$ cat src/rtl/uc_pkg.sv
// rtl/uc_pkg.sv - shared opcodes, state encoding and control word for the uc_seq sequencer
package uc_pkg;

    localparam int CNT_W_DEF = 16;

    // Full 6-bit opcodes (instruction bits [15:10])
    localparam logic [5:0] OPC_NOP  = 6'b000000;
    localparam logic [5:0] OPC_J    = 6'b000001;
    localparam logic [5:0] OPC_JZ   = 6'b000010;
    localparam logic [5:0] OPC_JNZ  = 6'b000011;
    localparam logic [5:0] OPC_HALT = 6'b000111;

    // Prefix classes: ALU is 1ooo_xx, LI is 01xx_xx
    localparam logic       OPC_ALU_PFX = 1'b1;
    localparam logic [1:0] OPC_LI_PFX  = 2'b01;

    typedef enum logic [1:0] {
        ST_IDLE   = 2'd0,
        ST_FETCH  = 2'd1,
        ST_EXEC   = 2'd2,
        ST_HALTED = 2'd3
    } state_t;

    typedef struct packed {
        logic [2:0] op;
        logic       s_inc;
        logic       s_abs;
        logic       s_inm;
        logic       we3;
        logic       wez;
    } ctrl_t;

    // Control word driven whenever nothing is being executed: PC would
    // increment if enabled, but no enable is ever raised with this word.
    localparam ctrl_t CTRL_DEFAULT = '{
        op:    3'b000,
        s_inc: 1'b1,
        s_abs: 1'b0,
        s_inm: 1'b0,
        we3:   1'b0,
        wez:   1'b0
    };

endpackage

$ cat src/rtl/uc_deco.sv
// rtl/uc_deco.sv - combinational instruction decoder for uc_seq
//   ir      in   6  latched opcode
//   zq      in   1  zero flag latched together with ir
//   ctrl    out     datapath control word (op, selects, write enables)
//   illegal out  1  opcode is not part of the instruction set
//   is_halt out  1  opcode is HALT
module uc_deco
    import uc_pkg::*;
(
    input  logic [5:0] ir,
    input  logic       zq,
    output ctrl_t      ctrl,
    output logic       illegal,
    output logic       is_halt
);

    always_comb begin
        ctrl    = CTRL_DEFAULT;
        illegal = 1'b0;
        is_halt = 1'b0;

        if (ir[5] == OPC_ALU_PFX) begin
            ctrl.op  = ir[4:2];
            ctrl.we3 = 1'b1;
            ctrl.wez = 1'b1;
        end else if (ir[5:4] == OPC_LI_PFX) begin
            ctrl.s_inm = 1'b1;
            ctrl.we3   = 1'b1;
        end else begin
            case (ir)
                OPC_NOP: begin
                end
                // A taken jump loads the absolute target, so the
                // increment select is dropped whenever s_abs is raised.
                OPC_J: begin
                    ctrl.s_abs = 1'b1;
                    ctrl.s_inc = 1'b0;
                end
                OPC_JZ: begin
                    ctrl.s_abs = zq;
                    ctrl.s_inc = ~zq;
                end
                OPC_JNZ: begin
                    ctrl.s_abs = ~zq;
                    ctrl.s_inc = zq;
                end
                OPC_HALT: begin
                    is_halt = 1'b1;
                end
                default: begin
                    illegal = 1'b1;
                end
            endcase
        end
    end

endmodule

$ cat src/rtl/uc_seq.sv
// rtl/uc_seq.sv - fetch/execute sequencer with run, single-step and halt control
//   clk, reset          clock and asynchronous active-low reset
//   run                 level, execute continuously
//   step_req, resume    one-cycle pulses: single step while stopped, leave HALTED
//   opcode, z           program memory opcode bits and datapath zero flag
//   s_inc..wez, op      datapath control word (only live in EXEC)
//   pc_en               PC load enable, one pulse per executed instruction
//   busy, halted        FSM status
//   step_ack            one-cycle pulse after a single-stepped instruction
//   illegal             sticky, set by an undefined opcode
//   retired             saturating count of executed instructions
module uc_seq
    import uc_pkg::*;
#(
    parameter int CNT_W = CNT_W_DEF
) (
    input  logic             clk,
    input  logic             reset,
    input  logic             run,
    input  logic             step_req,
    input  logic             resume,
    input  logic [5:0]       opcode,
    input  logic             z,
    output logic             s_inc,
    output logic             s_abs,
    output logic             s_inm,
    output logic             we3,
    output logic             wez,
    output logic [2:0]       op,
    output logic             pc_en,
    output logic             busy,
    output logic             halted,
    output logic             step_ack,
    output logic             illegal,
    output logic [CNT_W-1:0] retired
);

    state_t           state_q, state_d;
    logic [5:0]       ir_q, ir_d;
    logic             zq_q, zq_d;
    logic             step_mode_q, step_mode_d;
    logic             step_ack_q, step_ack_d;
    logic             illegal_q, illegal_d;
    logic [CNT_W-1:0] retired_q, retired_d;

    ctrl_t            deco_ctrl;
    logic             deco_illegal;
    logic             deco_halt;
    ctrl_t            ctrl_o;
    logic             pc_en_o;

    uc_deco u_deco (
        .ir      (ir_q),
        .zq      (zq_q),
        .ctrl    (deco_ctrl),
        .illegal (deco_illegal),
        .is_halt (deco_halt)
    );

    always_comb begin
        state_d     = state_q;
        ir_d        = ir_q;
        zq_d        = zq_q;
        step_mode_d = step_mode_q;
        step_ack_d  = 1'b0;
        illegal_d   = illegal_q;
        retired_d   = retired_q;
        ctrl_o      = CTRL_DEFAULT;
        pc_en_o     = 1'b0;

        case (state_q)
            ST_IDLE: begin
                if (run) begin
                    state_d = ST_FETCH;
                end else if (step_req) begin
                    state_d     = ST_FETCH;
                    step_mode_d = 1'b1;
                end
            end
            // Flag is captured with the opcode so a conditional jump sees
            // the zero flag as it was when the instruction was fetched.
            ST_FETCH: begin
                ir_d    = opcode;
                zq_d    = z;
                state_d = ST_EXEC;
            end
            ST_EXEC: begin
                ctrl_o      = deco_ctrl;
                pc_en_o     = 1'b1;
                retired_d   = (retired_q == '1) ? retired_q : retired_q + CNT_W'(1);
                illegal_d   = illegal_q | deco_illegal;
                step_ack_d  = step_mode_q;
                step_mode_d = 1'b0;
                if (deco_halt) begin
                    state_d = ST_HALTED;
                end else if (step_mode_q) begin
                    state_d = ST_IDLE;
                end else if (run) begin
                    state_d = ST_FETCH;
                end else begin
                    state_d = ST_IDLE;
                end
            end
            ST_HALTED: begin
                if (resume) begin
                    state_d = ST_IDLE;
                end
            end
            default: begin
                state_d = ST_IDLE;
            end
        endcase
    end

    always_ff @(posedge clk or negedge reset) begin
        if (!reset) begin
            state_q     <= ST_IDLE;
            ir_q        <= '0;
            zq_q        <= 1'b0;
            step_mode_q <= 1'b0;
            step_ack_q  <= 1'b0;
            illegal_q   <= 1'b0;
            retired_q   <= '0;
        end else begin
            state_q     <= state_d;
            ir_q        <= ir_d;
            zq_q        <= zq_d;
            step_mode_q <= step_mode_d;
            step_ack_q  <= step_ack_d;
            illegal_q   <= illegal_d;
            retired_q   <= retired_d;
        end
    end

    // Enables come straight from the state register, so an asynchronous
    // reset forces them low without waiting for a clock edge.
    assign op       = ctrl_o.op;
    assign s_inc    = ctrl_o.s_inc;
    assign s_abs    = ctrl_o.s_abs;
    assign s_inm    = ctrl_o.s_inm;
    assign we3      = ctrl_o.we3;
    assign wez      = ctrl_o.wez;
    assign pc_en    = pc_en_o;
    assign busy     = (state_q == ST_FETCH) || (state_q == ST_EXEC);
    assign halted   = (state_q == ST_HALTED);
    assign step_ack = step_ack_q;
    assign illegal  = illegal_q;
    assign retired  = retired_q;

endmodule

$ cat config.mk
export PLATFORM = sky130hd
export DESIGN_NAME = uc_seq
export DESIGN_NICKNAME = d
export VERILOG_FILES = /design/src/rtl/uc_pkg.sv /design/src/rtl/uc_deco.sv /design/src/rtl/uc_seq.sv
export SDC_FILE = /design/constraint.sdc
export NUM_CORES = 1
export LEC_CHECK = 0
export CAP_MARGIN = 25
export CORE_UTILIZATION = 42
export CTS_BUF_LIST = sky130_fd_sc_hd__clkbuf_16
export DETAILED_ROUTE_END_ITERATION = 10
export HOLD_SLACK_MARGIN = 0.1
export PLACE_DENSITY = 0.8
export SLEW_MARGIN = 20
export SYNTH_ARGS = -nofsm -noshare
export SYNTH_HDL_FRONTEND = slang
export SYNTH_SLANG_ARGS = --single-unit
$ cat constraint.sdc
create_clock -name clk -period 1.8 [get_ports clk]
set_input_delay 0.27 -clock clk [delete_from_list [all_inputs] [get_ports clk]]
set_output_delay 0.27 -clock clk [all_outputs]
set_load 0.03 [all_outputs]
### Yosys cells after proc, flatten, opt, wreduce, memory -nomap -nowiden

Cells that the tools add are included.

| storage, ports and cells | value |
|---|---|
| register bits | 28 |
| input port bits | 12 |
| output and inout bits | 29 |
| word-level logic and storage cells | 58 |

| operators by class | value |
|---|---|
| add/sub/neg operators | 1 |
| eq/ne operators | 13 |
| multiplexer cells | 26 |
| bitwise operators | 3 |
| reduce and logical (&&, ||, !) cells | 8 |

Operator list:

| kind | count |
|---|---|
| $add A16 B1 Y16 const B | 1 |
| $eq A16 B16 Y1 const B | 1 |
| $mux W1 | 14 |
| $eq A6 B2 Y1 const B | 2 |
| $mux W2 | 6 |
| $mux W8 | 1 |
| $pmux W2 S4 | 1 |
| $eq A6 B1 Y1 const B | 1 |
| $eq A6 B3 Y1 const B | 1 |
| $logic_not A6 Y1 | 1 |
| $mux W3 | 2 |
| $ne A2 B2 Y1 const B | 3 |
| $pmux W2 S3 | 1 |
| $reduce_or A5 Y1 | 1 |
| $eq A2 B1 Y1 const B | 2 |
| $eq A2 B2 Y1 const B | 2 |
| $reduce_and A2 Y1 | 2 |
| $ne A3 B3 Y1 const B | 1 |
| $reduce_and A3 Y1 | 1 |
| $logic_not A2 Y1 | 1 |
| $not A1 Y1 | 2 |
| $pmux W1 S2 | 1 |
| $reduce_bool A2 Y1 | 1 |
| $logic_or A1 B1 Y1 | 1 |
| $or A1 B1 Y1 | 1 |

### Logic depth before layout (Yosys ltp)

Gate-level depths: netlist of run 1.

| depth | value |
|---|---|
| depth in word-level cells | 6 |
| depth in mapped cells | 7 |
| mapped depth without buffers | 6 |

### Hierarchy

From an unflattened synthesis of run 1, not the netlist that was laid out.

| second synthesis, totals | value |
|---|---|
| cells, all modules | 151 |
| area total of the unflattened synthesis | 1554.0 um^2 |

By module, submodules not included:

| module | instances | cells each | area each (um^2) | sequential area each (um^2) |
|---|---|---|---|---|
| uc_seq | 1 | 136 | 1435.1 | 700.7 |
| uc_deco | 1 | 15 | 118.9 | 0.0 |

### Least setup slack after synthesis of run 1

Ideal clock, no wire load.

| path | value |
|---|---|
| path kind | register to output |
| from | register state_q[0] |
| to | output port s_abs |
| data arrival time | 1.990 ns |
| required time | 1.530 ns |
| slack | -0.460 ns |
| stages on the path, launching flop included | 6 |
| path buffers | 0 |
| cells stage by stage | dfrtp_1 -> inv_1 -> ha_1 -> nand2_1 -> or2_2 -> nor3_1 |

| between the ends | value |
|---|---|
| longest elaborated chain between the ends | 2 |

RTL lines:

| element | RTL line | source |
|---|---|---|
| start: declaration | uc_seq.sv:38 | `state_t state_q, state_d;` |
| start signal: assignment | uc_seq.sv:125 | `state_q <= state_d;` |
| $eq A2 B2 Y1 | uc_seq.sv:71 | `case (state_q)` |
| $mux W8 | uc_seq.sv:71 |  |
| end: declaration | uc_seq.sv:25 | `output logic s_abs,` |

Every way passes these cells.

### Final worst setup path of run 1

| path | value |
|---|---|
| from | register state_q[0] |
| to | output port s_inc |

| between the ends | value |
|---|---|
| longest elaborated chain between the ends | 2 |

RTL lines:

| element | RTL line | source |
|---|---|---|
| $eq A2 B2 Y1 | uc_seq.sv:71 |  |
| $mux W8 | uc_seq.sv:71 |  |
| end: declaration | uc_seq.sv:24 | `output logic s_inc,` |

Every way passes these cells.

==> results of run 1 <==
## logic make-up (layout without fill, tap and decap cells)
family,count (synthesis),count (layout),synth area share [%]
multiplexers,12,12,9.30
AO/OA/AOI/OAI,20,20,8.09
adder cells (fa/ha/maj),5,5,4.35
buffers and inverters,8,76,2.09
XOR/XNOR,6,6,3.65
flip-flops,28,28,48.7
AND/OR/NAND/NOR,59,59,23.8
## stage by stage
step / std cells / hold WS [ns]
after floorplan: 138 / -0.0256
after global placement: 240 / 0.460
after detailed placement: 240 / 0.466
after CTS: 247 / 0.402
after global routing: 250 / 0.410
final: 250 / 0.384
## cell usage in the layout, fill, tap and decap left out, drive strengths merged, types with 3 or more instances in the layout
cell type,Yosys,layout
inv,5,4
nand3,9,9
ha,5,5
buf,0,36
clkdlybuf4s50,0,29
nor2,7,7
dfrtp,28,28
nor3,4,4
mux2,11,11
a21oi,11,11
a31oi,3,3
clkbuf,3,3
xor2,5,5
nand2,11,11
nand4,5,5
nor4,5,5
and3,6,6
## routing by layer
layer	GRT usage (%)	vias up
li1	-	638
met1	24.5	656
met2	40.0	51
met3	4.90	7
met4	9.74	0
met5	0	-
## final timing paths
| check | startpoint | endpoint | slack (ns) | cells after the start |
|---|---|---|---|---|
| setup / recovery | state_q[0]$_DFFE_PN0P_ | s_inc | -0.15 | 6 |
| hold / removal | reset | retired[11]$_DFFE_PN0P_ | 0.38 | 2 |
| setup reg to reg | retired[0]$_DFFE_PN0P_ | retired[1]$_DFFE_PN0P_ | 0.04 | 5 |
| hold reg to reg | illegal$_DFFE_PN0P_ | illegal$_DFFE_PN0P_ | 0.49 | 1 |
| max in group asynchronous | reset | retired[13]$_DFFE_PN0P_ | 1.12 | 2 |
| min in group clk | illegal$_DFFE_PN0P_ | illegal$_DFFE_PN0P_ | 0.49 | 1 |
## final cells by class
type                       instances  area (um^2)
tap                               44         55.1
sequential                        28          716
timing repair buffer              67          607
multi-input combinational        102          821
clock buffer                       3         75.1
inverter                           5         22.5
clock inverter                     1         3.75
fill                             225          853
## where the power goes
| group | switching, uW | internal [uW] | total [uW] |
|---|---|---|---|
| Clock | 215 | 298 | 514 |
| Sequential | 181 | 832 | 1010 |
| Combinational | 988 | 911 | 1900 |
| Total | 1380 | 2040 | 3430 |
## sequential cells by signal, indices dropped and copies added, names as in the netlist
signal	cells
retired	16
ir_q	6
state_q	2
illegal	1
step_ack	1
step_mode_q	1
zq_q	1
## worst register-to-register path, stage by stage (launching register included)
cell and delay, ns:
dfrtp_2 0.42, ha_1 0.21, nand3_1 0.10, or4_4 0.47, nand2_2 0.11, mux2_1 0.32
## timing repair
action / CTS / global route
pin swaps: 3 / 5
resized for setup: 25 / 18
hold endpoints to repair: 0 / 0
endpoints found under the setup margin: 9 / 22
setup buffers: 4 / 4
==> run summary, run 1 <==
power per cell area: 1490 nW/um^2
Critical path buffers and inverters: 2
Avg Inst Size Synth: 10.4 um^2
fin nets: 224
fin util: 72.9%
most frequent cells after synthesis: dfrtp_1 (28), a21oi_1 (11), mux2_2 (10), nand2_1 (10), nand3_1 (9)
Final period util: 108%
# clock sinks: 28
final hold vios: 0
CP cell instances: inv_2 -> ha_4 -> nand2_2 -> or2_4 -> or3_4 -> buf_6
Die Footprint: 3660 um^2
Area contributors post-synth: dfrtp_1 (49%), mux2_2 (7.8%), ha_1 (4.3%), a21oi_1 (3.8%), nand3_1 (3.1%)
Design Area, Final: 2300 um^2
setup TNS: -0.231 ns
HP Class: in2async
Final GP Congestion: 0.804
initial antenna violation count: 0
Synth Instances: 138
worst slew pin tran: 0.370 ns
routed vias/inst: 5.41
n_diodes: 0
num ports: 41
Final Power: 3430 uW
DR top layer: met4
GRT Total Usage: 22.0%
vias in the first global route: 1,328
Port Buffers: 40
Critical-path top delay cell: dfrtp_1
top-count cell post-synth: dfrtp_1
# setup viols final: 2
fin crit period: 1.95 ns
Synthesized Nets: 155
RSZ-0062 raised after global routing: yes
Crit path required time: 1.53 ns
WS Path Type: reg2out
sequential element share of the synthesized area: 48.7%
clk_skew: 0.00509 ns
synth-to-layout area growth: 59.8%
Num CTS Buffers: 3
Pins Over Slew Limit: 0
first-pass GRT wire length: 5870 um
Yosys top cell by area: dfrtp_1
initial core utilization: 45.6%
initial drt markers: 39
crit path DAT: 1.68 ns
DR WL/cell: 14.8 um
synth warn: 0
share of the synthesized area in the top cell type: 48.7%
via count: 1,352
Crit Path Max Fanout: 2
LEAKAGE: 0.00100 uW
maxcap violations: 0
Seq cells post-synth: 28
post-placement setup slack: -0.352 ns
share of cells above drive strength 1: 40.8%
worst-skew pair later-pin latency: 0.26 ns
Post-synth EDFFs: 0
CP top delay family: simple AND/OR/NAND/NOR gates
Hold Buf Count CTS: 0
Worst slew margin: 75.3%
Final WS setup: -0.147 ns
largest net degree at the start of global routing: 29
core region area: 3150 um^2
First-pass DRT Iterations: 4
TritonCTS clock tree: yes
Routed Antenna Nets: 0
asr flop ratio synth: 100%
mapped cell area: 1440 um^2
met3 wire length: 184 um
met2 WL: 1880 um
H-tree Lvls: 1
Max stage delay on crit path: 0.39 ns
Max VDD drop: 0.00115 V
Synth cell types: 34
Placed Area: 2070 um^2
estimated wirelength of the detail-placed design: 2570 um
die width: 60.5 um
Remaining DRCs: 0
failing checks: setup timing
Routed WL: 3690 um
overall die height: 60.5 um
maximum clock frequency: 514 MHz
run status: complete, but fails checks
CP Capture Type: output pin
Critical Path Start Type: register
M1 wire length: 1570 um
GR Overflow Total: 0
CTS Buffer Depth: 2
Placement Rows: 20
CTS Root Cell: clkbuf_16
Most used DFF post-synth: dfrtp_1
clock slew at the register clock pins of the worst setup and hold paths: 0.07 ns
Note: power is estimated with default switching activity, not from simulation.
==> run 2, diff against run 1 <==
- CORE_UTILIZATION: 42 -> 39
- PLACE_DENSITY: 0.8 -> 0.75
==> run 2 against run 1 <==
  * The flow still finishes with violations (setup timing)
  * Register-to-register slack hardly changed
  * Hold slack improved by 0.0073 ns
  * Cell area decreased by 5.5%
  * Clock skew decreased by 0.0017 ns
  * Sequential share of layout area increased by 1.8 points
  * Fmax rose by 0.77%
  * Setup slack better by 0.015 ns
  * Total power down 4.9%
  * Final cell count decreased by 2.4%
  * Non-clock buffer count down 8
  * Critical endpoint unchanged
  * Largest power group unchanged
  * Highest routed layer unchanged
==> run summary, run 2 (synthesis gave the netlist of run 1 again) <==
overall die height: 62.7 um
CTS Buffer Depth: 2
num ports: 41
Final GP Congestion: 0.812
DR WL/cell: 13.0 um
Crit Path Max Fanout: 2
# setup viols final: 3
Critical Path Start Type: register
die width: 62.7 um
max FFs per register: 16
H-tree Lvls: 1
Crit path required time: 1.53 ns
LEAKAGE: 0.000944 uW
Final period util: 107%
Design Area, Final: 2170 um^2
Placed Area: 2050 um^2
worst-skew pair later-pin latency: 0.26 ns
GRT Total Usage: 17.7%
most frequent cells in the layout: clkdlybuf4s50_1 (29), buf_4 (26), dfrtp_1 (16)
Port Buffers: 40
Pins Over Slew Limit: 0
share of cells above drive strength 1: 34.3%
largest net degree at the start of global routing: 29
R2R depth: 8
fin crit period: 1.93 ns
tightest hold margin: 0.391 ns
commonest non-fill, non-tap cell in the layout: clkdlybuf4s50_1
area of the multi-input gates: 756 um^2
Post-CTS Setup Inserts: 0
estimated wirelength of the detail-placed design: 2410 um
Final WS setup: -0.132 ns
via count: 1,282
core region area: 3440 um^2
fillers: 285
vias in the first global route: 1,323
# clock sinks: 28
crit path DAT: 1.66 ns
maximum clock frequency: 518 MHz
Routed Antenna Nets: 0
Max VDD drop: 0.00111 V
Worst slew margin: 66.1%
First-pass DRT Iterations: 5
n_diodes: 0
TritonCTS clock tree: yes
FF/Latch Area: 716 um^2
Routed WL: 3180 um
HP Class: in2async
failing checks: setup timing
synth-to-layout area growth: 51.0%
WS Path Type: reg2out
run status: complete, but fails checks
CP Capture Type: output pin
clk_skew: 0.00343 ns
Num CTS Buffers: 3
fin nets: 216
power per cell area: 1500 nW/um^2
first-pass GRT wire length: 5550 um
worst slew pin tran: 0.505 ns
RSZ-0062 raised after global routing: yes
Die Footprint: 3940 um^2
initial antenna violation count: 0
initial core utilization: 41.8%
Placement Rows: 21
initial drt markers: 68
final hold vios: 0
GR Overflow Total: 0
maxcap violations: 0
routed vias/inst: 5.25
CTS Root Cell: clkbuf_16
Remaining DRCs: 0
clock slew at the register clock pins of the worst setup and hold paths: 0.07 ns
[run 2: cell types whose count changed in the layout (fill, tap and decap cells not counted), sizes merged]
cell | previous run | this run
bufinv | 0 | 1
clkinvlp | 1 | 0
dlygate4sd2 | 1 | 2
inv | 4 | 5
clkdlybuf4s15 | 1 | 0
clkbuf | 3 | 4
buf | 36 | 27
clkinv | 1 | 0
[run 2: layer usage]
layer  global-route usage, %  share of wire, %
met1                    19.8                43
met5                       0                 0
met4                    6.98               1.4
met2                    32.2                52
met3                    4.01               4.1
[run 2: area by class of cell]
type / count / share of cell area (%)
Tap cell: 46 / 2.65
Multi-Input combinational cell: 102 / 34.8
Timing Repair Buffer: 59 / 23.9
Inverter: 5 / 0.864
Clock inverter: 1 / 1.38
Sequential cell: 28 / 32.9
Clock buffer: 3 / 3.46
[run 2: through the flow]
step,util [%],TNS [ns],power (uW),worst slack (ns),instances
3_5_place_dp,59.7,-0.456,2650,-0.370,240
4_1_cts,62.7,-0.333,3280,-0.164,244
2_1_floorplan,-,0,1960,0.0125,138
3_3_place_gp,59.7,-0.386,2600,-0.349,240
5_1_grt,63.1,-0.642,3470,-0.192,244
6_report,63.1,-0.265,3260,-0.132,244
[run 2: report_power, final]
| group | internal (uW) | switching [uW] |
|---|---|---|
| clock network | 442 | 203 |
| registers | 832 | 171 |
| logic | 739 | 870 |
| total | 2010 | 1240 |
[run 2: final timing paths]
check	startpoint	end	slack, ns
setup / recovery	state_q[0]$_DFFE_PN0P_	s_inc	-0.13
hold / removal	reset	retired[7]$_DFFE_PN0P_	0.39
setup reg to reg	state_q[0]$_DFFE_PN0P_	retired[15]$_DFFE_PN0P_	0.04
hold reg to reg	illegal$_DFFE_PN0P_	illegal$_DFFE_PN0P_	0.50
max in group asynchronous	reset	retired[13]$_DFFE_PN0P_	1.13
min in group clk	illegal$_DFFE_PN0P_	illegal$_DFFE_PN0P_	0.50
[run 2: what timing repair did]
item,in CTS,in global routing
resized for setup,11,6
pin swaps,2,2
endpoints found under the setup margin,8,9
hold buffers,0,0
[run 2: worst max-delay path, cell delays in order, from the launching register on]
cell	delay, ns
dfrtp_1	0.40
inv_2	0.08
ha_4	0.13
nand2_2	0.05
or2_4	0.23
or3_4	0.37
buf_6	0.15
==> run 3, diff against run 2 <==
- CORE_ASPECT_RATIO: default -> 1.25
==> run 3 against run 2 <==
  * Largest cell class unchanged
  * Critical path depth is 1 lower
  * Sequential cell count stayed put
  * The flow still finishes with violations (setup timing)
  * Wire length is 28% higher
  * Cell area is 12% higher
  * Setup slack worse by 0.072 ns
  * Sequential share of layout area is 3.6 points lower
  * First-iteration DRC count is 41% lower
  * Sequential power hardly changed
  * Clock power is 3% higher
  * Fmax is 3.6% lower
  * Total power is 16% higher
  * Global-route usage is 2.4 points higher
==> run summary, run 3 (synthesis gave the netlist of run 1 again) <==
Die Footprint: 3940 um^2
RSZ-0062 raised after global routing: yes
area of the multi-input gates: 853 um^2
die width: 56.3 um
DR WL/cell: 16.1 um
Routed Antenna Nets: 0
Global Route met1 Usage: 22.9%
# clock sinks: 28
Final GP Congestion: 0.790
CP top delay family: simple AND/OR/NAND/NOR gates
Routed WL: 4080 um
first-pass GRT wire length: 6190 um
worst-skew pair later-pin latency: 0.26 ns
GR Layer Usage met2: 37.0%
maxcap violations: 0
Num CTS Buffers: 3
synth-to-layout area growth: 69.3%
WS Path Type: reg2out
global routing's busiest layer: met2
Max VDD drop: 0.00133 V
crit path DAT: 1.73 ns
initial core utilization: 41.0%
Placement Rows: 24
Final period util: 111%
clk_skew: 0.00101 ns
M3 GR Usage: 3.15%
Critical Path Start Type: register
initial antenna violation count: 0
FF/Latch Area: 716 um^2
largest net degree at the start of global routing: 29
r2r setup slk: -0.03 ns
GRT Total Usage: 20.0%
GR Overflow Total: 0
core region area: 3510 um^2
vias in the first global route: 1,363
num ports: 41
max FFs per register: 16
CP Capture Type: output pin
First-pass DRT Iterations: 4
share of cells above drive strength 1: 47.0%
worst setup path end: s_inc
Crit path required time: 1.53 ns
fin nets: 233
final hold vios: 0
tightest hold margin: 0.390 ns
n_diodes: 0
via count: 1,395
Pins Over Slew Limit: 0
power per cell area: 1550 nW/um^2
cell count along the critical path: 5
R2R depth: 9
estimated wirelength of the detail-placed design: 2570 um
Max stage delay on crit path: 0.41 ns
non-filler cells, final: 254
HP Class: in2async
most frequent cells in the layout: buf_4 (32), clkdlybuf4s50_1 (29), dfrtp_1 (16)
FF-to-FF End: retired[15]$_DFFE_PN0P_
H-tree Lvls: 1
Remaining DRCs: 0
Critical path buffers and inverters: 1
failing checks: setup timing
clock slew at the register clock pins of the worst setup and hold paths: 0.07 ns
placed insts: 236
routed vias/inst: 5.49
Final WS setup: -0.204 ns
initial drt markers: 40
Hold Buf Count CTS: 0
Critical-path top delay cell: dfrtp_1
reg2reg start: state_q[0]$_DFFE_PN0P_
fillers: 252
maximum clock frequency: 499 MHz
fin util: 69.3%
# setup viols final: 8
overall die height: 69.9 um
CTS Root Cell: clkbuf_16
commonest non-fill, non-tap cell in the layout: buf_4
run status: complete, but fails checks
CP cell instances: nor2_2 -> nand2_4 -> or2_4 -> or3_4 -> buf_6
CP Launch Point: ir_q[4]$_DFFE_PN0N_
Worst slew margin: 63.6%
Crit Path Max Fanout: 2
CTS Buffer Depth: 2
LEAKAGE: 0.00106 uW
worst slew pin tran: 0.543 ns
fin crit period: 2.00 ns
TritonCTS clock tree: yes
Port Buffers: 40
-- run 3: cell types whose count changed in the layout (fill, tap and decap cells not counted), moves of 2 or more --
cell,delta
buf_6,+9
buf_4,+6
and3_1,-5
and3_4,+5
nor4_1,-3
dlygate4sd2_1,-2
nor4_2,+2
-- run 3: metrics by stage --
step	setup WS [ns]	area [um^2]	total power, uW	TNS (ns)
2_1_floorplan	0.0125	1480	1960	0
3_3_place_gp	-0.342	2070	2630	-0.392
3_5_place_dp	-0.354	2070	2710	-0.444
4_1_cts	-0.127	2260	3520	-0.234
5_1_grt	-0.257	2440	3960	-1.04
6_report	-0.204	2440	3770	-0.551
-- run 3: report_power, final --
part           internal (uW)  leakage (uW)  switching (uW)
Combinational           1030      0.000668            1080
Clock                    443     0.0000511             220
Sequential               831      0.000336             166
-- run 3: metal layers --
layer  wire [um]  vias up
met1        1600      680
met2        2230       49
met4         104        0
met5           0        -
li1            -      656
met3         136       10
-- run 3: layout make-up --
class / count / area share, %
clock buffer: 3 / 3.08
tap: 39 / 2.00
sequential: 28 / 29.4
inverter: 5 / 0.924
multi-input combinational: 102 / 35.0
clock inverter: 1 / 1.23
timing repair buffer: 76 / 28.4
-- run 3: how the worst min path moves through the flow --
| stage | endpoint | slack, ns |
|---|---|---|
| final | retired[5]$_DFFE_PN0P_ | 0.39 |
| after global placement | illegal$_DFFE_PN0P_ | 0.48 |
| after detailed placement | illegal$_DFFE_PN0P_ | 0.49 |
| after floorplan | illegal$_DFFE_PN0P_ | -0.03 |
| after global routing | retired[7]$_DFFE_PN0P_ | 0.41 |
| after CTS | retired[7]$_DFFE_PN0P_ | 0.40 |
-- run 3: what timing repair did --
action                                  CTS  global route
gates resized for setup                  25            32
pin swaps                                 4             7
buffers inserted                          6            10
endpoints found under the setup margin    8            19
==> patch 1 (config.mk and constraints of run 1) <==
The package constant `CNT_W_DEF` goes from 16 to 32.
--- a/src/rtl/uc_pkg.sv
+++ b/src/rtl/uc_pkg.sv
@@ -2,5 +2,5 @@
 package uc_pkg;
 
-    localparam int CNT_W_DEF = 16;
+    localparam int CNT_W_DEF = 32;
 
     // Full 6-bit opcodes (instruction bits [15:10])
Ports: changed (resized retired); port bits go from 41 to 57. The function was not compared with the original's and may differ.
==> patch 1 against run 1 <==
The flow still finishes with violations (negative setup slack); sequential share of layout area increased by 0.31 points; total power rose by 21%; die area is 52% higher; critical path type unchanged; fmax fell by 0.69%; non-clock buffer count up 33; setup slack lost 14 ps; sequential cell count up 16; register-to-register slack got worse by 190 ps; area after synthesis grew 54%; core utilization fell by 2.6 points; cell area increased by 55%; highest routed layer unchanged; wire length up 55%; final cell count grew 54%.
==> patch 1: results (changes against run 1) <==
outcome - finished, violations left
violations in the final reports - negative setup slack
share of post-route cells with drive strength above 1 - 37.6% (-3.2 points)
Via Count - 1934 (+43%)
Hold WC Path Type - reg -> reg
seq pwr - 1.38 mW (+37%)
R2R depth - 8 (+3)
largest net degree at the start of global routing - 25 (-14%)
synth top area cells - dfrtp_1 50%, xor2_1 6.3%, xnor2_1 5.1%, nand2_1 3.4%, nand4_1 3.1%
Synth cell types - 37 (+8.8%)
Setup Fix Bufs, Post-CTS - 2 (-2)
Worst Skew - 5.36 ps (+0.266 ps)
WL met3 - 227 um (+23%)
headroom to the max-slew limit - 65.0% (-10 points)
placed cell area - 3120 um2 (+51%)
GRT met1 Usage - 25.8% (+1.2 points)
LEAKAGE - 1.59 nW (+59%)
top cells by count, synth - 44 x dfrtp_1, 20 x nand2_1, 16 x xor2_1
CTS Hold Buffers Added - 1 (+1)
Setup violations, final - 26 (+24)
Worst Hold Depth - 1
first-pass GRT wire length - 8490 um (+45%)
Compound-Gate Fraction of Synth Area - 5.26% (-2.8 points)
post-CTS sizing - 20 (-20%)
Sw Share - 36.8% (-3.6 points)
FF-to-FF End - retired[31]$_DFFE_PN0P_
DP Cell Count - 362 (+51%)
final net count - 330 (+47%)
flop2flop setup slack - -150 ps (-190 ps)
post-synthesis xor/xnor area fraction - 11.5% (+7.8 points)
global routing met3 resource utilization - 5.15% (+0.25 points)
met2 WL - 2860 um (+52%)
Skew-Pair Late Insertion Delay - 280 ps (+20 ps)
GPL Wtd Cong - 0.805 (+0.22%)
Routed WL - 5710 um (+55%)
PortBufs - 56 (+40%)
Synth Warn # - 0 (unchanged)
Clk. pwr - 0.845 mW (+64%)
Post-Synth Adder-Cell Area - 2.83% (-1.5 points)
DRT iter0 DRCs - 136 (+250%)
CTS buffer count - 5 (+2)
clock buffer depth - 2 (unchanged)
H-tree levels - 2 (+1)
DR pass1 iterations - 4 (unchanged)
pre-CTS setup slack - -339 ps (+12.9 ps)
vias in the first global route - 1787 (+35%)
post-synthesis sequential area ratio - 49.7% (+1.0 points)
met2 usage - 34.4% (-5.6 points)
VDD IR max - 1.14 mV (-1.2%)
Met1 Routed Length - 2550 um (+63%)
worst setup margin - -160 ps (-13.6 ps)
Synth Area per Inst - 10.5 um2 (+1.1%)
Setup crit end - s_inc
max FFs per register - 32 (+16)
via/cell ratio - 5.04 (-6.9%)
post-synthesis mux area share - 3.05% (-6.3 points)
DPL Wire Length - 3800 um (+48%)
Total GRT Usage - 20.3% (-1.7 points)
setup tns final - -1920 ps (-1690 ps)
synthesized net count - 227 (+46%)
==> patch 1: cell count changes in the layout (fill, tap and decap cells not counted), sizes merged, moves of 8 or more <==
cell and change:
a21oi -9, buf +17, clkdlybuf4s50 +15, dfrtp +16, inv +9, nand2 +9, nand4 +8, xnor2 +12
xor2 +11
==> patch 1: cell type report <==
| cell class | instances | area [um2] |
|---|---|---|
| clock buffer | 5 | 125 |
| clock inverter | 3 | 11.3 |
| timing repair buffer | 100 | 916 |
| sequential | 44 | 1120 |
| tap | 70 | 87.6 |
| multi-input combinational | 150 | 1260 |
| fill | 386 | 1500 |
| inverter | 12 | 45.0 |
==> patch 1: worst max-delay path, stage by stage, from the launching register on <==
cell and delay [ps]:
dfrtp_1 390, inv_2 90, ha_4 160, nand2b_4 60
or3_4 350, nor3_4 180, inv_2 50, buf_6 130
==> patch 1: per-stage QoR <==
step                total power [mW]  hold slack, ps
detailed placement              3.00             275
CTS                             3.90             484
floorplan                       2.33           -25.6
global placement                2.95             278
global route                    4.38             503
finish                          4.15             481
==> patch 2 (settings of run 1) <==
Made on the original files. Make the reset (`reset`) synchronous in one clocked block. Comments in the files are not updated.
--- a/src/rtl/uc_seq.sv
+++ b/src/rtl/uc_seq.sv
@@ -113,5 +113,5 @@
     end
 
-    always_ff @(posedge clk or negedge reset) begin
+    always_ff @(posedge clk) begin
         if (!reset) begin
             state_q     <= ST_IDLE;
Behaviour: differs if reset is asserted again (counterexample within 4 cycles, from zero or initial values and one cycle with reset low); with reset held inactive, the same outputs for 10 cycles.
==> patch 2 against run 1 <==
The run still ends with negative setup slack left; count of clock-buffer cells in the layout is the same; setup slack gained 23 ps; final cell count grew 4.8%; non-clock buffer count decreased by 16; sequential cell count stayed put; largest cell class unchanged; cell area decreased by 11%; worst hold slack better by 95 ps; critical path type unchanged; fmax is 1.2% higher; wire length decreased by 12%; global-route usage down 3.1 points; area after synthesis is 1.6% higher.
Power is not compared: it rests on default switching activity, and its combinational part moved more than twofold at a synthesized area within 25%.
==> patch 2: results (changes against run 1) <==
DR WL/cell - 12.4 um (-16%)
overall power - 1.49 mW
top cells by count, synth - 28 x dfxtp_1, 15 x nand2_1, 15 x nor2_1
final std cells w/o fill - 262 (+4.8%)
violations in the final reports - negative setup slack
share of post-route cells with drive strength above 1 - 16.7% (-24 points)
fin area - 2050 um2 (-11%)
Hold WC Path Type - reg -> reg
outcome - finished, violations left
Logic inverters - 8 (+3)
R2R depth - 7 (+2)
synthesized net count - 183 (+18%)
final net count - 234 (+4.5%)
Via Count - 1384 (+2.4%)
Setup violations, final - 2 (unchanged)
Synth Area per Inst - 8.80 um2 (-16%)
clk tree area frac - 3.84% (+0.41 points)
Synth cell types - 41 (+21%)
NonClk Buf Share - 21.6% (-4.8 points)
Area Overhead vs Synth - 40.5%
pre-CTS setup slack - -272 ps (+79.7 ps)
worst hold slack - 479 ps (+95.1 ps)
Reg-to-Reg Start - state_q[0]$_SDFFE_PN0P_
Worst Skew - 4.60 ps (-0.491 ps)
Total GRT Usage - 18.9% (-3.1 points)
multi-input logic area - 880 um2 (+7.2%)
largest net degree at the start of global routing - 20 (-31%)
GPL Wtd Cong - 0.755 (-6.1%)
Setup Fix Bufs, Post-CTS - 2 (-2)
Post-synth ARST share - 0% (-100 points)
Seq cells - 28 (unchanged)
worst setup margin - -124 ps (+22.9 ps)
total number of multi-input combinational cells - 125 (+23%)
==> patch 2: cell types whose count changed in the layout (fill, tap and decap cells not counted), moves of 7 or more <==
| cell | run 1 | this run |
|---|---|---|
| nor2_1 | 7 | 15 |
| dfxtp_1 | 0 | 26 |
| mux2_2 | 10 | 0 |
| mux2i_1 | 1 | 14 |
| and3_1 | 3 | 10 |
| dfrtp_1 | 16 | 0 |
| dfrtp_2 | 12 | 0 |
| buf_4 | 29 | 12 |
==> patch 2: kinds of logic after synthesis <==
group | count (synthesis) | share of synthesized area [%]
AND/OR/NAND/NOR | 79 | 31.9
flip-flops | 28 | 38.4
AO/OA/AOI/OAI | 25 | 11.3
multiplexers | 14 | 9.59
buffers and inverters | 13 | 3.34
adder cells (fa/ha/maj) | 5 | 4.28
XOR/XNOR | 2 | 1.20
==> patch 2: routing by layer <==
layer,up-vias,routed length [um],track usage (%)
met5,-,0,0
met4,0,19,4.87
met3,2,95,1.92
met2,31,1510,30.9
met1,646,1620,26.8
li1,705,-,-
